===== config.mk =====
export PLATFORM = sky130hd
export DESIGN_NAME = fetch_stage
export DESIGN_NICKNAME = d
export VERILOG_FILES = /design/src/rtl/fetch_stage.sv
export SDC_FILE = /design/constraint.sdc
export NUM_CORES = 1
export LEC_CHECK = 0
export ABC_AREA = 1
export BUFFER_PORTS_ARGS = -buffer_cell sky130_fd_sc_hd__buf_4
export CORE_MARGIN = 2
export CORE_UTILIZATION = 55
export CTS_BUF_LIST = sky130_fd_sc_hd__clkbuf_16
export CTS_CLUSTER_DIAMETER = 30
export DETAILED_ROUTE_END_ITERATION = 8
export GPL_ROUTABILITY_DRIVEN = 0
export PLACE_DENSITY_LB_ADDON = 0.2
export RECOVER_POWER = 25
export SYNTH_ARGS = -nofsm -noshare
export SYNTH_HDL_FRONTEND = slang
export SYNTH_SLANG_ARGS = --single-unit
export TNS_END_PERCENT = 10

===== constraint.sdc =====
create_clock -name clk -period 3.62 [get_ports clk]
set_input_delay 0.362 -clock clk [delete_from_list [all_inputs] [get_ports clk]]
set_output_delay 0.362 -clock clk [all_outputs]
set_load 0.01 [all_outputs]

===== src/rtl/fetch_stage.sv =====
// Instruction fetch stage with IF/ID latch.
// Owns the PC, runs the imem handshake, buffers fetches under stall.
module fetch_stage #(
    parameter logic [15:0] RESET_PC  = 16'h0000,
    parameter logic [15:0] NOP_INSTR = 16'h0800,
    parameter logic [4:0]  HALT_OPC  = 5'b00000
) (
    input  logic        clk,
    input  logic        rst,
    input  logic        hazard_stall,
    input  logic        redirect_valid,
    input  logic [15:0] redirect_pc,
    output logic        imem_rd,
    output logic [15:0] imem_addr,
    input  logic [15:0] imem_data,
    input  logic        imem_done,
    input  logic        imem_err,
    output logic [15:0] FD_instr,
    output logic [15:0] FD_pc_inc,
    output logic        FD_valid,
    output logic        FD_err,
    output logic        halted
);

    typedef enum logic {
        S_FETCH,
        S_HALTED
    } state_t;

    state_t      state;
    state_t      state_next;

    logic [15:0] pc;
    logic [15:0] pc_inc;
    logic [15:0] pend_pc;
    logic        squash;

    logic        buf_valid;
    logic [15:0] buf_instr;
    logic [15:0] buf_pc_inc;
    logic        buf_err;

    logic        outstanding;
    logic        accept;
    logic        squash_done;
    logic        stop;

    assign imem_rd     = (state == S_FETCH) & ~buf_valid;
    assign imem_addr   = pc;
    assign halted      = (state == S_HALTED);
    assign pc_inc      = pc + 16'd2;

    assign outstanding = imem_rd & ~imem_done;
    assign accept      = imem_rd & imem_done & ~squash & ~redirect_valid;
    assign squash_done = imem_rd & imem_done & squash;
    assign stop        = (imem_data[15:11] == HALT_OPC) | imem_err;

    always_ff @(posedge clk or posedge rst) begin
        if (rst) begin
            state <= S_FETCH;
        end else begin
            state <= state_next;
        end
    end

    always_comb begin
        state_next = state;
        unique case (state)
            S_FETCH: begin
                if (accept && stop) begin
                    state_next = S_HALTED;
                end
            end
            S_HALTED: begin
                state_next = S_HALTED;
            end
            default: begin
                state_next = S_FETCH;
            end
        endcase
        // The halting instruction was on a wrong path.
        if (redirect_valid) begin
            state_next = S_FETCH;
        end
    end

    always_ff @(posedge clk or posedge rst) begin
        if (rst) begin
            pc         <= RESET_PC;
            pend_pc    <= RESET_PC;
            squash     <= 1'b0;
            buf_valid  <= 1'b0;
            buf_instr  <= NOP_INSTR;
            buf_pc_inc <= 16'h0000;
            buf_err    <= 1'b0;
            FD_instr   <= NOP_INSTR;
            FD_pc_inc  <= 16'h0000;
            FD_valid   <= 1'b0;
            FD_err     <= 1'b0;
        end else if (redirect_valid) begin
            FD_instr  <= NOP_INSTR;
            FD_valid  <= 1'b0;
            FD_err    <= 1'b0;
            buf_valid <= 1'b0;
            // An in-flight access must finish before the PC may move.
            if (outstanding) begin
                squash  <= 1'b1;
                pend_pc <= redirect_pc;
            end else begin
                pc     <= redirect_pc;
                squash <= 1'b0;
            end
        end else begin
            if (squash_done) begin
                pc     <= pend_pc;
                squash <= 1'b0;
            end
            if (accept) begin
                pc <= pc_inc;
            end
            if (hazard_stall) begin
                if (accept) begin
                    buf_valid  <= 1'b1;
                    buf_instr  <= imem_data;
                    buf_pc_inc <= pc_inc;
                    buf_err    <= imem_err;
                end
            end else if (buf_valid) begin
                FD_instr  <= buf_instr;
                FD_pc_inc <= buf_pc_inc;
                FD_err    <= buf_err;
                FD_valid  <= 1'b1;
                buf_valid <= 1'b0;
            end else if (accept) begin
                FD_instr  <= imem_data;
                FD_pc_inc <= pc_inc;
                FD_err    <= imem_err;
                FD_valid  <= 1'b1;
            end else begin
                FD_instr <= NOP_INSTR;
                FD_valid <= 1'b0;
                FD_err   <= 1'b0;
            end
        end
    end

endmodule


==> reports/results.tsv <==
stage	metric	value	unit
worst_setup_path	worst path required time	3.87	ns
floorplan	effective utilization at floorplan	56.47	%
grt	global-route usage over all layers	24.01	%
pwr	cell area power density	580.9	nW/um^2
floorplan	Die Area	9727	um^2
floorplan	I/O pin total	90	
detailed_routing	Via Count	4149	
timing	post-route setup TNS	0	ns
grt	number of antenna violations at the first check in global routing	0	
logic_synthesis	distinct cell type count after synthesis	30	
clock_network	number of sinks driven by the clock tree	102	
clock_network	CTS Root Buffer Type	sky130_fd_sc_hd__clkbuf_16	
final_layout	Layout Nets	706	
clock_network	register clock-pin slew on the reported worst setup and hold paths	0.07	ns
worst_hold_path	class of the tightest hold or removal check	in -> async	
logic_synthesis	largest area contributor in the netlist	sky130_fd_sc_hd__dfrtp_1	
worst_setup_path	classification of the worst setup path	in -> reg	
logic_synthesis	sequential area share after synthesis	51.88	%
clock_network	clock buffer depth	2	
clock_network	H-Tree Depth	3	
pwr	relative contribution of combinational cells to total power	26.3	%
pwr	part of the total power dissipated in sequential elements	47.8	%
worst_setup_path	critical path endpoint category	flip-flop	
pwr	internal power component	2.271	mW
timing	clk_skew	0.009885	ns
grt	vias in the first global route	3959	
detailed_routing	number of nets with antenna violations after detailed routing	0	
timing	Finish-stage setup viols	0	
timing	final-report max-slew violation count	0	
pwr	switching share of total power	32.95	%
detailed_routing	number of DRC markers in iteration 0	231	
logic_synthesis	dominant cells by area after synthesis	sky130_fd_sc_hd__dfrtp_1, sky130_fd_sc_hd__nand2_1, sky130_fd_sc_hd__a21oi_1, sky130_fd_sc_hd__o21ai_0, sky130_fd_sc_hd__inv_1	
logic_synthesis	synthesized cell area	4925	um^2
worst_setup_path	worst endpoint data arrival time	2.60	ns
logic_synthesis	Syn. warnings	0	
clock_network	# Post-CTS Setup Buffers	0	
floorplan	Row Count	34	
clock_network	CTS tree	built	
placement	DP Wirelength	7779	um
worst_setup_path	Crit path largest cell delay	0.65	ns
placement	count of buffers from port buffering	89	
worst_setup_path	dominant delay contributor by cell family on the critical path	simple AND/OR/NAND/NOR gates	
clock_network	number of buffers created by CTS	9	
grt	maximum number of pins on one net before global-route repair	74	
logic_synthesis	Synth Instances	590	
detailed_routing	Routed Wire Length	11220	um
pwr	Clk pwr share	25.9	%
worst_setup_path	total buffers and inverters traversed by the critical path	2	
logic_synthesis	mean area per synthesized cell	8.347	um^2
worst_setup_path	cell with the largest stage delay on the worst path	sky130_fd_sc_hd__nor2_2	
final_layout	Layout Cells excl Fill	780	
logic_synthesis	number of synthesized register bits	102	
run_status	outcome	completed	
pwr	sw power	1.116	mW
run	maximum capacitance violations	0	
pwr	maximum vdd ir drop	0.3165	mV
floorplan	die span in x	98.63	um
grt	gr ovfl total	0	
logic_synthesis	total nets after synthesis	629	
worst_setup_path	critical path cell sequence	buf_4 > nor2_2 > nand2_1 > inv_1 > nor2_1 > a31oi_1	
clock_network	hold buffer count at CTS	0	
timing	share of the clock period used by the worst path after layout	64.68	%
detailed_routing	wire length per cell after detailed routing	14.39	um
final_layout	Area growth, synth to finish	18.42	%
floorplan	Die Ht	98.63	um
detailed_routing	final routed DRC violation total	0	
final_layout	fill count	713	
pwr	static leakage power	3.032	nW
timing	f_max	427.1	MHz
clock_network	CTS-repair resized insts	0	
detailed_routing	detail-routed via count per cell	5.319	
logic_synthesis	area share of the largest cell type after synthesis	50.81	%
worst_setup_path	type of element launching the critical path	input port	
floorplan	Core Area	8721	um^2
clock_network	worst-skew pair later-pin latency	0.34	ns
worst_setup_path	maximum fanout along the worst path	23	
timing	slew of the pin with the lowest slew margin	0.9065	ns
placement	dpl cells	764	
detailed_routing	detailed-routing iteration count for the pre-antenna-repair pass	5	
timing	headroom to the max-slew limit	39.57	%
timing	RSZ-0062 raised after global routing	false	
final_layout	antenna diode count	0	
timing	Tmin final	2.341	ns
final_layout	footprint of the flip-flops and latches	2555	um^2
timing	Fin. Hold Viols	0	
final_layout	fraction of layout instances using a drive strength above 1	20.83	%
grt	global-route wire length before repair	18890	um
final_layout	area taken by multi-input logic gates	2006	um^2
## flip-flops by register name, summed over array words and instances, names as in the netlist
register	flops
buf_instr	16
imem_addr	16
FD_valid	1
squash	1
FD_err	1
FD_instr	16
buf_pc_inc	16
halted	1
FD_pc_inc	16
buf_valid	1
buf_err	1
pend_pc	16
## final timing paths
check	slack, ns	depth (start not counted)	from	end
max	1.28	6	redirect_valid	FD_pc_inc[2]$_DFFE_PP0P_
min	0.21	2	rst	pend_pc[0]$_DFFE_PP0P_
max reg2reg	1.31	8	buf_valid$_DFFE_PP0P_	FD_pc_inc[4]$_DFFE_PP0P_
min reg2reg	0.48	2	FD_instr[12]$_DFFE_PP0N_	FD_instr[12]$_DFFE_PP0N_
max in group asynchronous	2.62	3	rst	FD_pc_inc[6]$_DFFE_PP0P_
min in group clk	0.24	3	redirect_pc[0]	pend_pc[0]$_DFFE_PP0P_
## placed cells by master (no fill, tap or decap), drive strengths merged
master and count:
a31oi 6, dfrtp 100, clkbuf 10, buf 91, a21oi 43, mux2 15
inv 49, xor2 3, clkinv 3, ha 1, o21ai 56, nand2 219
nand4 7, xnor2 4, clkinvlp 2, nand3 14, dfstp 2, nor2 46
a22o 1
## stage by stage
stage | hold WS [ns] | cell area [um^2] | utilization, % | setup slack (ns) | total power, mW
2_1_floorplan | 0.4417 | 4925 | - | 0.5858 | 2.143
3_3_place_gp | 0.4567 | 5570 | 63.87 | 1.134 | 2.486
3_5_place_dp | 0.4653 | 5570 | 63.87 | 0.9743 | 2.520
4_1_cts | 0.2478 | 5836 | 66.92 | 1.299 | 3.396
5_1_grt | 0.2443 | 5832 | 66.87 | 1.015 | 3.590
6_report | 0.2105 | 5832 | 66.87 | 1.279 | 3.388
## synth_stat cells
cell type and number:
sky130_fd_sc_hd__inv_2 1, sky130_fd_sc_hd__nor2_2 3, sky130_fd_sc_hd__xnor2_1 4, sky130_fd_sc_hd__a31oi_1 6
sky130_fd_sc_hd__o21ai_1 14, sky130_fd_sc_hd__o21ai_2 7, sky130_fd_sc_hd__a22o_1 1, sky130_fd_sc_hd__a21oi_2 1
sky130_fd_sc_hd__nand2_1 218, sky130_fd_sc_hd__xor2_1 3, sky130_fd_sc_hd__ha_1 1, sky130_fd_sc_hd__nor2_8 3
sky130_fd_sc_hd__nor2_1 39, sky130_fd_sc_hd__buf_4 4, sky130_fd_sc_hd__nand4_1 7, sky130_fd_sc_hd__inv_1 44
sky130_fd_sc_hd__nor2_4 1, sky130_fd_sc_hd__dfrtp_1 100, sky130_fd_sc_hd__buf_2 8, sky130_fd_sc_hd__clkbuf_1 6
sky130_fd_sc_hd__buf_6 8, sky130_fd_sc_hd__o21ai_0 34, sky130_fd_sc_hd__nand3_1 14, sky130_fd_sc_hd__nand2_4 1
sky130_fd_sc_hd__mux2_1 2, sky130_fd_sc_hd__a21oi_1 42, sky130_fd_sc_hd__o21ai_4 1, sky130_fd_sc_hd__dfstp_2 2
sky130_fd_sc_hd__mux2_2 13, sky130_fd_sc_hd__inv_4 2
## kinds of logic (layout without fill, tap and decap cells)
family	Yosys count	in the layout	share of synthesized area, %
mux	15	15	3.430
buf+inv	73	155	7.393
compound gates	106	106	11.84
fa+ha+maj	1	1	0.2540
flops	102	102	51.88
xor+xnor	7	7	1.245
simple gates	286	286	23.96
## metal layers
| metal | vias up | global-route usage, % | wire length (um) |
|---|---|---|---|
| met5 | - | 0 | 0 |
| met4 | 0 | 7.165 | 170 |
| met3 | 19 | 4.752 | 622 |
| met2 | 132 | 37.10 | 5203 |
| met1 | 1960 | 34.85 | 5228 |
| li1 | 2038 | - | - |
## final cells by class
class,count,share of cell area (%)
multi-input cells,415,34.39
flip-flops and latches,102,43.81
inverters,47,3.154
repair buffers,92,11.78
well taps,108,2.317
clock buffers,9,3.862
clock inverters,7,0.6865
## power groups by stage
stage | clock, mW | sequential, mW | combinational [mW]
3_5_place_dp | 0 | 1.63 | 0.887
5_1_grt | 0.940 | 1.66 | 0.995
6_report | 0.879 | 1.62 | 0.891
4_1_cts | 0.883 | 1.62 | 0.897
2_1_floorplan | 0 | 1.64 | 0.503
3_3_place_gp | 0 | 1.63 | 0.858
Note: power is estimated with default switching activity, not from simulation.
